==> src/rtl/relin_key_writer_pkg.sv <==
// Shared types and sizing helpers for the relinearization-key register file
// (writer side and tile loader).
package relin_key_pkg;

    typedef enum logic [1:0] {
        IDLE = 2'd0,
        LOAD = 2'd1,
        DONE = 2'd2
    } relin_wr_state_e;

    localparam int DEF_TILE_WIDTH = 8;
    localparam int DEF_KEY_LENGTH = 512;
    localparam int DEF_NUM_KEYS   = 8;
    localparam int DEF_DATA_WIDTH = 64;

    typedef logic [DEF_TILE_WIDTH-1:0][DEF_DATA_WIDTH-1:0] relin_tile_t;

    function automatic int beatsTotal(input int length, input int tile, input int numKeys);
        return 2 * numKeys * length / tile;
    endfunction

    // One spare top bit so the address width matches the loader's address bus.
    function automatic int addrW(input int length);
        return $clog2(length) + 1;
    endfunction

    function automatic int keyW(input int numKeys);
        return (numKeys > 1) ? $clog2(numKeys) : 1;
    endfunction

endpackage

==> src/rtl/relin_key_writer_if.sv <==
// Key-tile input stream plus register-file write port of the relin key writer.
interface relin_key_writer_if #(
    parameter int TILE       = 8,
    parameter int DATA_WIDTH = 64,
    parameter int KEY_W      = 3,
    parameter int ADDR_W     = 10
);
    logic                             in_valid;
    logic                             in_ready;
    logic [TILE-1:0][DATA_WIDTH-1:0]  in_tile;
    logic                             wr_en;
    logic                             wr_c_sel;
    logic [KEY_W-1:0]                 wr_key;
    logic [ADDR_W-1:0]                wr_address;
    logic [TILE-1:0][DATA_WIDTH-1:0]  wr_tile;

    modport slave (
        input  in_valid, in_tile,
        output in_ready, wr_en, wr_c_sel, wr_key, wr_address, wr_tile
    );

    modport master (
        output in_valid, in_tile,
        input  in_ready, wr_en, wr_c_sel, wr_key, wr_address, wr_tile
    );
endinterface

==> src/rtl/relin_key_writer_addr_counter.sv <==
// Nested (c_sel, key, address) counter; address steps by one tile and is innermost.
module relin_key_addr_counter
    import relin_key_pkg::*;
#(
    parameter int LENGTH   = DEF_KEY_LENGTH,
    parameter int TILE     = DEF_TILE_WIDTH,
    parameter int NUM_KEYS = DEF_NUM_KEYS,
    parameter int KEY_W    = keyW(DEF_NUM_KEYS),
    parameter int ADDR_W   = addrW(DEF_KEY_LENGTH)
) (
    input  logic              clk,
    input  logic              reset,
    input  logic              clr_i,
    input  logic              inc_i,
    output logic              cSel_o,
    output logic [KEY_W-1:0]  key_o,
    output logic [ADDR_W-1:0] addr_o,
    output logic              last_o
);

    logic              cSel_q, cSel_d;
    logic [KEY_W-1:0]  key_q, key_d;
    logic [ADDR_W-1:0] addr_q, addr_d;
    logic              addrLast, keyLast;

    assign addrLast = (addr_q == ADDR_W'(LENGTH - TILE));
    assign keyLast  = (key_q == KEY_W'(NUM_KEYS - 1));

    always_comb begin
        cSel_d = cSel_q;
        key_d  = key_q;
        addr_d = addr_q;
        if (clr_i) begin
            cSel_d = 1'b0;
            key_d  = '0;
            addr_d = '0;
        end else if (inc_i) begin
            if (addrLast) begin
                addr_d = '0;
                if (keyLast) begin
                    key_d  = '0;
                    cSel_d = ~cSel_q;
                end else begin
                    key_d = key_q + 1'b1;
                end
            end else begin
                addr_d = addr_q + ADDR_W'(TILE);
            end
        end
    end

    always_ff @(posedge clk or negedge reset) begin
        if (!reset) begin
            cSel_q <= 1'b0;
            key_q  <= '0;
            addr_q <= '0;
        end else begin
            cSel_q <= cSel_d;
            key_q  <= key_d;
            addr_q <= addr_d;
        end
    end

    assign cSel_o = cSel_q;
    assign key_o  = key_q;
    assign addr_o = addr_q;
    assign last_o = cSel_q && keyLast && addrLast;

endmodule

==> src/rtl/relin_key_writer.sv <==
// Write side of the relinearization-key register file: turns a stream of key
// tiles into registered (c_sel, key, address) writes and flags a complete image.
module relin_key_writer
    import relin_key_pkg::*;
#(
    parameter int RELIN_KEY_TILE_WIDTH = DEF_TILE_WIDTH,
    parameter int RELIN_KEY_LENGTH     = DEF_KEY_LENGTH,
    parameter int NUM_RELIN_KEYS       = DEF_NUM_KEYS,
    parameter int DATA_WIDTH           = DEF_DATA_WIDTH
) (
    input  logic            clk,
    input  logic            reset,
    input  logic            start_i,
    relin_key_writer_if.slave bus,
    output logic            busy_o,
    output logic            keys_loaded_o
);

    localparam int KEY_W  = keyW(NUM_RELIN_KEYS);
    localparam int ADDR_W = addrW(RELIN_KEY_LENGTH);

    relin_wr_state_e state_q, state_d;
    logic              accept;
    logic              ctrCSel, ctrLast;
    logic [KEY_W-1:0]  ctrKey;
    logic [ADDR_W-1:0] ctrAddr;

    logic                                       wrEn_q, wrCSel_q, keysLoaded_q;
    logic [KEY_W-1:0]                           wrKey_q;
    logic [ADDR_W-1:0]                          wrAddr_q;
    logic [RELIN_KEY_TILE_WIDTH-1:0][DATA_WIDTH-1:0] wrTile_q;

    relin_key_addr_counter #(
        .LENGTH   (RELIN_KEY_LENGTH),
        .TILE     (RELIN_KEY_TILE_WIDTH),
        .NUM_KEYS (NUM_RELIN_KEYS),
        .KEY_W    (KEY_W),
        .ADDR_W   (ADDR_W)
    ) u_counter (
        .clk    (clk),
        .reset  (reset),
        .clr_i  (start_i),
        .inc_i  (accept),
        .cSel_o (ctrCSel),
        .key_o  (ctrKey),
        .addr_o (ctrAddr),
        .last_o (ctrLast)
    );

    // A start cycle restarts the load, so any beat offered alongside it is dropped.
    always_comb begin
        state_d = state_q;
        accept  = bus.in_valid && (state_q == LOAD) && !start_i;
        case (state_q)
            IDLE:    if (start_i) state_d = LOAD;
            LOAD: begin
                if (start_i)              state_d = LOAD;
                else if (accept && ctrLast) state_d = DONE;
            end
            DONE:    if (start_i) state_d = LOAD;
            default: state_d = IDLE;
        endcase
    end

    always_ff @(posedge clk or negedge reset) begin
        if (!reset) state_q <= IDLE;
        else        state_q <= state_d;
    end

    always_ff @(posedge clk or negedge reset) begin
        if (!reset) begin
            wrEn_q       <= 1'b0;
            wrCSel_q     <= 1'b0;
            wrKey_q      <= '0;
            wrAddr_q     <= '0;
            wrTile_q     <= '0;
            keysLoaded_q <= 1'b0;
        end else begin
            wrEn_q <= accept;
            if (accept) begin
                wrCSel_q <= ctrCSel;
                wrKey_q  <= ctrKey;
                wrAddr_q <= ctrAddr;
                wrTile_q <= bus.in_tile;
            end
            if (start_i)                keysLoaded_q <= 1'b0;
            else if (accept && ctrLast) keysLoaded_q <= 1'b1;
        end
    end

    assign bus.in_ready   = (state_q == LOAD);
    assign bus.wr_en      = wrEn_q;
    assign bus.wr_c_sel   = wrCSel_q;
    assign bus.wr_key     = wrKey_q;
    assign bus.wr_address = wrAddr_q;
    assign bus.wr_tile    = wrTile_q;
    assign busy_o         = (state_q == LOAD);
    assign keys_loaded_o  = keysLoaded_q;

endmodule
==> src/flat_wrapper.sv <==
// flat-port wrapper written by rule: the top's interface ports become plain ports
module relin_key_writer_flat import relin_key_pkg::*;
#(
    parameter int RELIN_KEY_TILE_WIDTH = DEF_TILE_WIDTH,
    parameter int RELIN_KEY_LENGTH     = DEF_KEY_LENGTH,
    parameter int NUM_RELIN_KEYS       = DEF_NUM_KEYS,
    parameter int DATA_WIDTH           = DEF_DATA_WIDTH
)
  (clk, reset, start_i, busy_o, keys_loaded_o, bus_in_valid, bus_in_tile, bus_in_ready, bus_wr_en, bus_wr_c_sel, bus_wr_key, bus_wr_address, bus_wr_tile);
  relin_key_writer_if #(.DATA_WIDTH(DATA_WIDTH)) bus_i ();
  input  logic clk;
  input  logic reset;
  input  logic start_i;
  output logic busy_o;
  output logic keys_loaded_o;
  input wire logic [$bits(bus_i.in_valid)-1:0] bus_in_valid;
  input wire logic [$bits(bus_i.in_tile)-1:0] bus_in_tile;
  output wire logic [$bits(bus_i.in_ready)-1:0] bus_in_ready;
  output wire logic [$bits(bus_i.wr_en)-1:0] bus_wr_en;
  output wire logic [$bits(bus_i.wr_c_sel)-1:0] bus_wr_c_sel;
  output wire logic [$bits(bus_i.wr_key)-1:0] bus_wr_key;
  output wire logic [$bits(bus_i.wr_address)-1:0] bus_wr_address;
  output wire logic [$bits(bus_i.wr_tile)-1:0] bus_wr_tile;
  assign bus_i.in_valid = bus_in_valid;
  assign bus_i.in_tile = bus_in_tile;
  assign bus_in_ready = bus_i.in_ready;
  assign bus_wr_en = bus_i.wr_en;
  assign bus_wr_c_sel = bus_i.wr_c_sel;
  assign bus_wr_key = bus_i.wr_key;
  assign bus_wr_address = bus_i.wr_address;
  assign bus_wr_tile = bus_i.wr_tile;
  relin_key_writer #(.RELIN_KEY_TILE_WIDTH(RELIN_KEY_TILE_WIDTH), .RELIN_KEY_LENGTH(RELIN_KEY_LENGTH), .NUM_RELIN_KEYS(NUM_RELIN_KEYS), .DATA_WIDTH(DATA_WIDTH)) u_core (.clk(clk), .reset(reset), .start_i(start_i), .bus(bus_i), .busy_o(busy_o), .keys_loaded_o(keys_loaded_o));
endmodule
==> config.mk <==
export PLATFORM = sky130hd
export DESIGN_NAME = relin_key_writer_flat
export DESIGN_NICKNAME = d
export VERILOG_FILES = /design/src/rtl/relin_key_writer_pkg.sv /design/src/rtl/relin_key_writer_if.sv /design/src/rtl/relin_key_writer_addr_counter.sv /design/src/rtl/relin_key_writer.sv /design/src/flat_wrapper.sv
export SDC_FILE = /design/constraint.sdc
export NUM_CORES = 1
export LEC_CHECK = 0
export ABC_AREA = 1
export CAP_MARGIN = 25
export CORE_AREA = 4 4 403 405
export DETAILED_ROUTE_END_ITERATION = 8
export DIE_AREA = 0 0 407 409
export DONT_BUFFER_PORTS = 1
export HOLD_SLACK_MARGIN = 0.06
export MAX_ROUTING_LAYER = met4
export PLACE_DENSITY_LB_ADDON = 0.12
export REMOVE_ABC_BUFFERS = 1
export SETUP_SLACK_MARGIN = 0.3
export SLEW_MARGIN = 20
export SYNTH_ARGS = -nofsm -noshare
export SYNTH_HDL_FRONTEND = slang
export SYNTH_SLANG_ARGS = --single-unit
export TNS_END_PERCENT = 50
==> constraint.sdc <==
create_clock -name clk -period 1.8 [get_ports clk]
set_clock_uncertainty 0.1 [all_clocks]
set_input_delay 0.36 -clock clk [delete_from_list [all_inputs] [get_ports clk]]
set_output_delay 0.36 -clock clk [all_outputs]
set_load 0.005 [all_outputs]
After elaboration in Yosys (flattened, before gate mapping) --
Index checks and enable logic that the tools add are counted.
Storage, ports and cells: register bits after elaboration 544, logic and storage cells 58
Operators by class: reduce and logical (&&, ||, !) cells 15, bitwise logic cells 1, eq/ne operators 6, mux-type cells 17, add/sub/neg operators 2
Operators with widths (number):
- $mux W10 | 3
- $mux W3 | 4
- $add A10 B4 Y10 const B | 1
- $eq A10 B9 Y1 const B | 1
- $reduce_bool A2 Y1 | 4
- $mux W1 | 6
- $mux W2 | 3
- $logic_and A1 B1 Y1 | 5
- $pmux W2 S2 | 1
- $reduce_and A2 Y1 | 2
- $add A3 B1 Y3 const B | 1
- $eq A3 B3 Y1 const B | 1
- $ne A3 B2 Y1 const B | 1
- $reduce_and A3 Y1 | 1
- $eq A2 B1 Y1 const B | 1
- $eq A2 B2 Y1 const B | 1
- $logic_not A2 Y1 | 1
- $ne A2 B1 Y1 const B | 1
- $reduce_or A2 Y1 | 1
- $logic_not A1 Y1 | 1
- $not A1 Y1 | 1

Longest topological paths before layout --
Gate-level depths: netlist of the first run.
depth in word-level cells 7, mapped depth 8

Hierarchy --
From an unflattened synthesis of the first run, not the netlist that was laid out.
Second synthesis, totals: cells, all modules 2379, area, all modules 21435.6 um^2
Modules (own cells, without submodules):
- relin_key_writer | area an instance 20786.2 um^2, seq. area each 13262.7 um^2, cells each 2301, instances 1
- relin_key_addr_counter | area an instance 649.4 um^2, seq. area each 275.3 um^2, cells each 78, instances 1

Worst setup path before layout of the first run --
No wires, ideal clock.
path type register -> register, start reg u_core.state_q[1], end reg u_core.wrAddr_q[6], in the netlist u_core.bus.wr_address[6], path buffers 2, arrival time 1.170 ns, clock period less this slack 1.387 ns, cell stages (with the launch flop) 9, setup slack 0.413 ns, cells stage by stage dfrtp_1 > inv_2 > nand3_4 > inv_2 > nand2_4 > buf_4 > buf_4 > nand2_1 > nand2_1
Between the ends: word-level cells in the longest chain between the ends 3
RTL lines:
- start, declared | RTL line relin_key_writer.sv:22 | relin_wr_state_e state_q, state_d;
- start signal, assigned | RTL line relin_key_writer.sv:67 | else state_q <= state_d;
- $eq A2 B1 Y1 | RTL line relin_key_writer.sv:53 | accept = bus.in_valid && (state_q == LOAD) && !start_i;
- $logic_and A1 B1 Y1 (2 in a row) | RTL line relin_key_writer.sv:53
- end signal, assigned | RTL line relin_key_writer.sv:83 | wrAddr_q <= ctrAddr;
- end, declared | RTL line relin_key_writer.sv:30 | logic [ADDR_W-1:0] wrAddr_q;
No other way between the ends. A chain may end at the register's enable or synchronous reset.

Final worst setup path of the first run --
start reg u_core.state_q[1], end reg u_core.wrTile_q (netlist bit u_core.bus.wr_tile[149])
Between the ends: word-level cells in the longest chain between the ends 3
RTL lines:
- $eq A2 B1 Y1 | RTL line relin_key_writer.sv:53
- $logic_and A1 B1 Y1 (2 in a row) | RTL line relin_key_writer.sv:53
- end signal, assigned | RTL line relin_key_writer.sv:84 | wrTile_q <= bus.in_tile;
- end, declared | RTL line relin_key_writer.sv:31 | logic [RELIN_KEY_TILE_WIDTH-1:0][DATA_WIDTH-1:0] wrTile_q;
No other way between the ends.

==> impl_results.md, run 1 <==
- Clock Power Share: 42.6%
- CTS root buffer: clkbuf_16
- CP bufs+invs: 5
- Iter 0 DRT Violations: 989
- Mux contribution to synthesized area: 0%
- FF+latch area: 13600 sq um
- R2r startpoint: u_core.state_q[1]
- Final Max Tran Viols: 68
- Cts hold-fix bufs: 514
- Max Clk Rate: 0.571 GHz
- Clk_lat worst skew: 0.64 ns
- Die area: 166000 sq um
- Hold crit path type: in -> async
- Post-layout util: 20.4%
- Post-synthesis adder-cell area fraction: 0.183%
- Worst EP arrival: 2.24 ns
- P_int: 25100 uW
- RR Endpoint: u_core.bus.wr_tile[149]
- Fin crit share: 97.2%
- Finish-stage setup viols: 0
- Total gr overflow: 0
- Most common cell after layout, fill and taps aside: nand2_1
- Peak VDD IR: 0.638 mV
- Worst R2R Path Depth: 9
- GRT Util Overall: 11.8%
- Largest net degree at the start of global routing: 539
- # nets final: 3426
- Multi-input logic area: 6520 sq um
- Synth Instances: 2312
- Number of routed nets with antenna violations: 0
- Design area: 32200 sq um
- Most frequent cells in the layout: 1506 x nand2_1, 514 x dlygate4sd3_1, 462 x dfrtp_1
- Critical Path Start: u_core.state_q[1]
- #FFs+latches synth: 538
- Slew headroom: -8.48%
- DRT Wirelength: 103 mm
- CP Capture Type: flop
- Synth Cell Area: 20500 sq um
- CP endpoint: u_core.bus.wr_tile[149]
- Max Cap Viol: 0
- Failing checks: negative hold slack, max-slew violations
- Starting Density: 13.0%
- Layout cells sized above 1: 13.4%
- Drt drc: 0
- Comb pwr share: 10.7%
- # rows: 146
- P_sw: 10300 uW
- CP Class: reg -> reg
- Leakage: 0.0157 uW
- Wire per inst: 20.3 um
- Worst Path Required: 2.29 ns
- Total CTS buffers: 74
- Register area share after synthesis: 65.6%
- Ports: 1046
- Clock buffer depth: 3
- Post-synthesis simple-gate area fraction: 29.9%
- CTS tree: yes
- CP delay by family, top: buffers and inverters
- Pwr/cell area: 1100 nW/um^2
- Post-DP Area: 23400 sq um
- Synthesis-to-layout area growth: 57.1%
- Vias per cell: 3.44
- Final-report hold violation count: 538
- Largest family of logic cells by synthesized area: simple AND/OR/NAND/NOR gates
- Compound-Gate Fraction of Synth Area: 0.457%
- Reg power frac: 46.7%
- Switching Fraction: 29.0%
- Mean post-synth cell area: 8.88 sq um
- Post-route insts no fill: 5056
- Crit path cell chain: inv_2 > buf_6 > nand3_4 > nor2_8 > buf_12 > buf_12 > nand2_1 > buf_4 > nand2_1
- Global-route wire length before repair: 139 mm
- Core area: 158000 sq um
- RSZ-0062 raised after global routing: true
- Period minus WS final: 1.75 ns
- TritonRoute pass-1 iters: 5
- Dpl ws: 0.111 ns
- Placed Cells: 4354
- Worst Max-Slew Pin Slew: 1.63 ns
- Slowest cell on crit path: dfrtp_1
- Synth warn: 0
- Gpl congestion: 0.834
- Final hold slack: -0.678 ns
- Die Wd: 407 um
- # H-tree levels: 3
- Port Buffer Count: 0
- DP HPWL: 74.1 mm
- Via count: 17400
- Initial antenna violation count: 19
- Vias in the first global route: 18700
- Count of cell types in the netlist: 23
- Total clock sinks: 538
- Setup slack on the worst flop-to-flop path: 0.05 ns
- Layout fillers: 17600
- Critical Path Start Type: flop
- CP max FO: 21
- Largest stage delay, worst path: 0.38 ns
- CTS clk-pin slew, worst paths: 0.06 ns
- Status: finished, violations left
- Die height: 409 um
- Crit. path cell count: 9
- Post-Synth XOR/XNOR Area: 0.0427%
- Final WS setup: 0.0498 ns
- Power, Total: 35400 uW
-- worst min path at each step --
stage	start	slack [ns]	cells past startpoint	end
2_1_floorplan	reset	-0.04	0	u_core.bus.wr_address[3]
3_3_place_gp	reset	-0.02	0	u_core.bus.wr_tile[500]
3_5_place_dp	reset	-0.02	0	u_core.bus.wr_tile[500]
4_1_cts	reset	-0.78	0	u_core.state_q[0]
5_1_grt	reset	-0.76	0	u_core.bus.wr_tile[121]
6_report	reset	-0.68	0	u_core.bus.wr_address[9]
-- worst register-to-register path, stage by stage, from the launching register on --
cell and delay [ns]:
dfrtp_1 0.38, inv_2 0.08, buf_6 0.10, nand3_4 0.10, nor2_8 0.19, buf_12 0.20
buf_12 0.23, nand2_1 0.11, buf_4 0.16, nand2_1 0.07
-- area by class of cell --
cell class,count,area share (%)
flip-flops and latches,538,42.0
repair buffers,637,21.7
well taps,2072,8.04
multi-input cells,1642,20.2
diodes,20,0.155
inverters,14,0.178
clock inverters,18,0.737
clock buffers,115,6.91
-- flip-flops by register name, summed over array words and instances (netlist names) --
signal / count
u_core.u_counter.cSel_o: 1
u_core.keys_loaded_o: 1
u_core.bus.wr_en: 1
u_core.u_counter.addr_o: 7
u_core.bus.wr_key: 3
u_core.bus.wr_address: 7
u_core.u_counter.key_o: 3
u_core.bus.wr_tile: 512
u_core.bus.wr_c_sel: 1
u_core.state_q: 2
-- synthesized netlist by cell type (all sizes together) --
master	n	area share [%]
nor2	14	0.34
nand2	1586	29
ha	3	0.18
nand3	18	0.50
o21a	1	0.037
xor2	1	0.043
inv	14	0.26
conb	1	0.018
a21oi	2	0.049
nand4	1	0.030
clkbuf	5	0.091
dfrtp	538	66
o21ai	9	0.22
o21bai	3	0.11
buf	115	3.5
o2bb2ai	1	0.043
-- stage by stage --
stage	hold slack, ns	TNS [ns]
final	-0.678	0
after floorplan	-0.0356	-1200.71
after global routing	-0.757	-2.04
after global placement	-0.0162	0
after CTS	-0.783	-0.0126
after detailed placement	-0.0191	0
-- power groups by stage --
stage | Sequential [uW] | Combinational (uW) | Clock [uW]
2_1_floorplan | 15400 | 1870 | 0
3_3_place_gp | 16900 | 2440 | 0
3_5_place_dp | 16800 | 2480 | 0
4_1_cts | 16700 | 3640 | 15800
5_1_grt | 16800 | 4320 | 16200
6_report | 16500 | 3780 | 15100
-- routing by layer --
metal,GRT usage (%),vias to the layer above,wire length [um]
met2,19.5,676,50500
met4,4.39,0,3300
li1,-,8212,-
met3,4.36,140,9270
met1,12.9,8370,39600
met5,-,-,0
-- what timing repair did --
action                                  in CTS  in global routing
hold endpoints to repair                  1061                538
resized for setup                          180                 38
setup buffers                                5                 12
endpoints found under the setup margin     992               1062
pin swaps                                   22                  1
cloned                                       2                 16
-- cell families after synthesis --
family | after synthesis
AO/OA/AOI/OAI | 16
XOR/XNOR | 1
AND/OR/NAND/NOR | 1619
other | 1
buffers and inverters | 134
adder cells (fa/ha/maj) | 3
flip-flops | 538
Power figures use the tool's default switching activity.
==> run 2, diff against run 1 <==
Settings changed: CORE_AREA 4 4 403 405 to 4 4 406 408, DIE_AREA 0 0 407 409 to 0 0 410 412.
==> run 2 against run 1 <==
Hold slack gained 0.54 ns. Highest routed layer unchanged. Routed wire length is 1.1% higher. Setup slack worse by 0.031 ns. Core utilization is 0.30 points higher. Via count fell by 0.10%. First-iteration DRC count grew 5.1%. Die area grew 1.5%. The run ends with negative hold slack left. Clock-buffer cell count is 3 lower.
==> impl_results.md, run 2 (synthesis gave the netlist of run 1 again) <==
- GRT Util Overall: 11.3%
- Max Clk Rate: 0.562 GHz
- Starting Density: 12.7%
- Die Wd: 410 um
- Iter 0 DRT Violations: 1039
- Worst R2R Path Depth: 9
- R2r startpoint: u_core.state_q[1]
- Finish-stage setup viols: 0
- Number of routed nets with antenna violations: 0
- Clock buffer depth: 3
- RR Endpoint: u_core.bus.wr_tile[298]
- Reg power frac: 46.0%
- Total clock sinks: 538
- Failing checks: negative hold slack
- RSZ-0062 raised after global routing: true
- Worst EP arrival: 2.28 ns
- Most common cell after layout, fill and taps aside: nand2_1
- Pwr/cell area: 1070 nW/um^2
- TritonRoute pass-1 iters: 5
- Comb pwr share: 12.2%
- Status: finished, violations left
- Clock Power Share: 41.7%
- FF+latch area: 13500 sq um
- Die height: 412 um
- Largest net degree at the start of global routing: 539
- Ports: 1046
- Total CTS buffers: 74
- Synthesis-to-layout area growth: 62.7%
- DRT Wirelength: 104 mm
- Layout cells sized above 1: 15.5%
- Multi-input logic area: 6860 sq um
- Post-DP Area: 23300 sq um
- Peak VDD IR: 0.593 mV
- Global-route wire length before repair: 137 mm
- CTS clk-pin slew, worst paths: 0.06 ns
- Critical Path Start Type: flop
- CP Capture Type: flop
- CTS tree: yes
- Core area: 162000 sq um
- Vias in the first global route: 18500
- Max reg flops: 512
- Final-report hold violation count: 108
- Final Max Tran Viols: 0
- CP Class: reg -> reg
- P_int: 25000 uW
- Setup slack on the worst flop-to-flop path: 0.02 ns
- DP HPWL: 68.9 mm
- # rows: 148
- Layout fillers: 17900
- Fin crit share: 98.9%
- Most frequent cells in the layout: 1456 x nand2_1, 514 x dlygate4sd3_1, 469 x dfrtp_1
- Port Buffer Count: 0
- Leakage: 0.0162 uW
- Max Cap Viol: 0
- Period minus WS final: 1.78 ns
- Drt drc: 0
- Gpl congestion: 0.763
- Worst Path Required: 2.30 ns
- Total gr overflow: 0
- Wire per inst: 20.1 um
- # H-tree levels: 3
- Die area: 169000 sq um
- CP max FO: 8
- CTS root buffer: clkbuf_16
- Slew headroom: 45.7%
- Worst Max-Slew Pin Slew: 0.815 ns
- Initial antenna violation count: 6
- Final hold slack: -0.143 ns
- P_sw: 10900 uW
- Clk_lat worst skew: 0.66 ns
- Switching Fraction: 30.3%
- Via count: 17400
- Power, Total: 35800 uW
- Hold crit path type: in -> async
- Design area: 33400 sq um
- # nets final: 3444
- Vias per cell: 3.37
## run 2: changes by cell type in the layout (fill, tap and decap cells not counted), moves of 11 or more
cell	change
nand2_2	+17
buf_12	+12
nand2_4	+31
diode_2	-17
nand2_1	-50
buf_4	-20
buf_16	+11
## run 2: stage by stage
stage	TNS, ns	worst slack (ns)	std cells	util [%]
finish	0	0.0191	5160	20.7
detailed placement	0	0.0790	4430	14.4
global placement	0	0.0657	4430	14.4
global route	-4.06	-0.0607	5160	20.7
floorplan	-1200.71	-2.49	2194	-
CTS	0	0.0124	5096	19.4
## run 2: area by class of cell
| type | instances | share of cell area (%) |
|---|---|---|
| Antenna cell | 3 | 0.0225 |
| Inverter | 14 | 0.172 |
| Timing Repair Buffer | 655 | 23.2 |
| Clock inverter | 21 | 0.794 |
| Clock buffer | 112 | 6.51 |
| Multi-Input combinational cell | 1642 | 20.5 |
| Tap cell | 2175 | 8.15 |
| Sequential cell | 538 | 40.6 |
## run 2: critical path: stages (launching register included)
cell	delay (ns)
dfrtp_1	0.38
inv_2	0.08
buf_6	0.10
nand3_4	0.11
nor2_8	0.22
buf_16	0.19
buf_12	0.18
clkbuf_16	0.19
nand2_1	0.07
nand2_1	0.06
## run 2: worst max path at each step
stage	startpoint	to	cells after the start
6_report	u_core.state_q[1]	u_core.bus.wr_tile[298]	9
5_1_grt	u_core.state_q[1]	u_core.bus.wr_tile[390]	9
4_1_cts	u_core.state_q[1]	bus_in_ready	3
3_5_place_dp	u_core.state_q[1]	u_core.bus.wr_tile[149]	7
3_3_place_gp	u_core.state_q[1]	u_core.bus.wr_tile[226]	7
2_1_floorplan	u_core.state_q[1]	u_core.bus.wr_address[3]	5
## run 2: routing by layer
metal,global-route usage (%),routed length (um),vias up
met5,-,0,-
met4,3.45,2240,0
met3,4.06,8780,101
met2,18.7,51500,670
met1,12.8,41300,8366
li1,-,-,8243
## run 2: timing repair
action | in CTS | in global routing
endpoints found under the hold margin | 1067 | 290
pin swaps | 1 | 42
cloned | 9 | 37
gates resized for setup | 92 | 222
setup buffers | 10 | 15
hold buffers | 514 | 5
endpoints found under the setup margin | 994 | 1061
## run 2: power groups by stage
stage | clock, uW | sequential [uW] | combinational, uW
final | 14900 | 16500 | 4380
after global routing | 16200 | 16700 | 5030
after CTS | 15700 | 16600 | 3610
after detailed placement | 0 | 16700 | 2420
after global placement | 0 | 16800 | 2370
after floorplan | 0 | 15400 | 1870
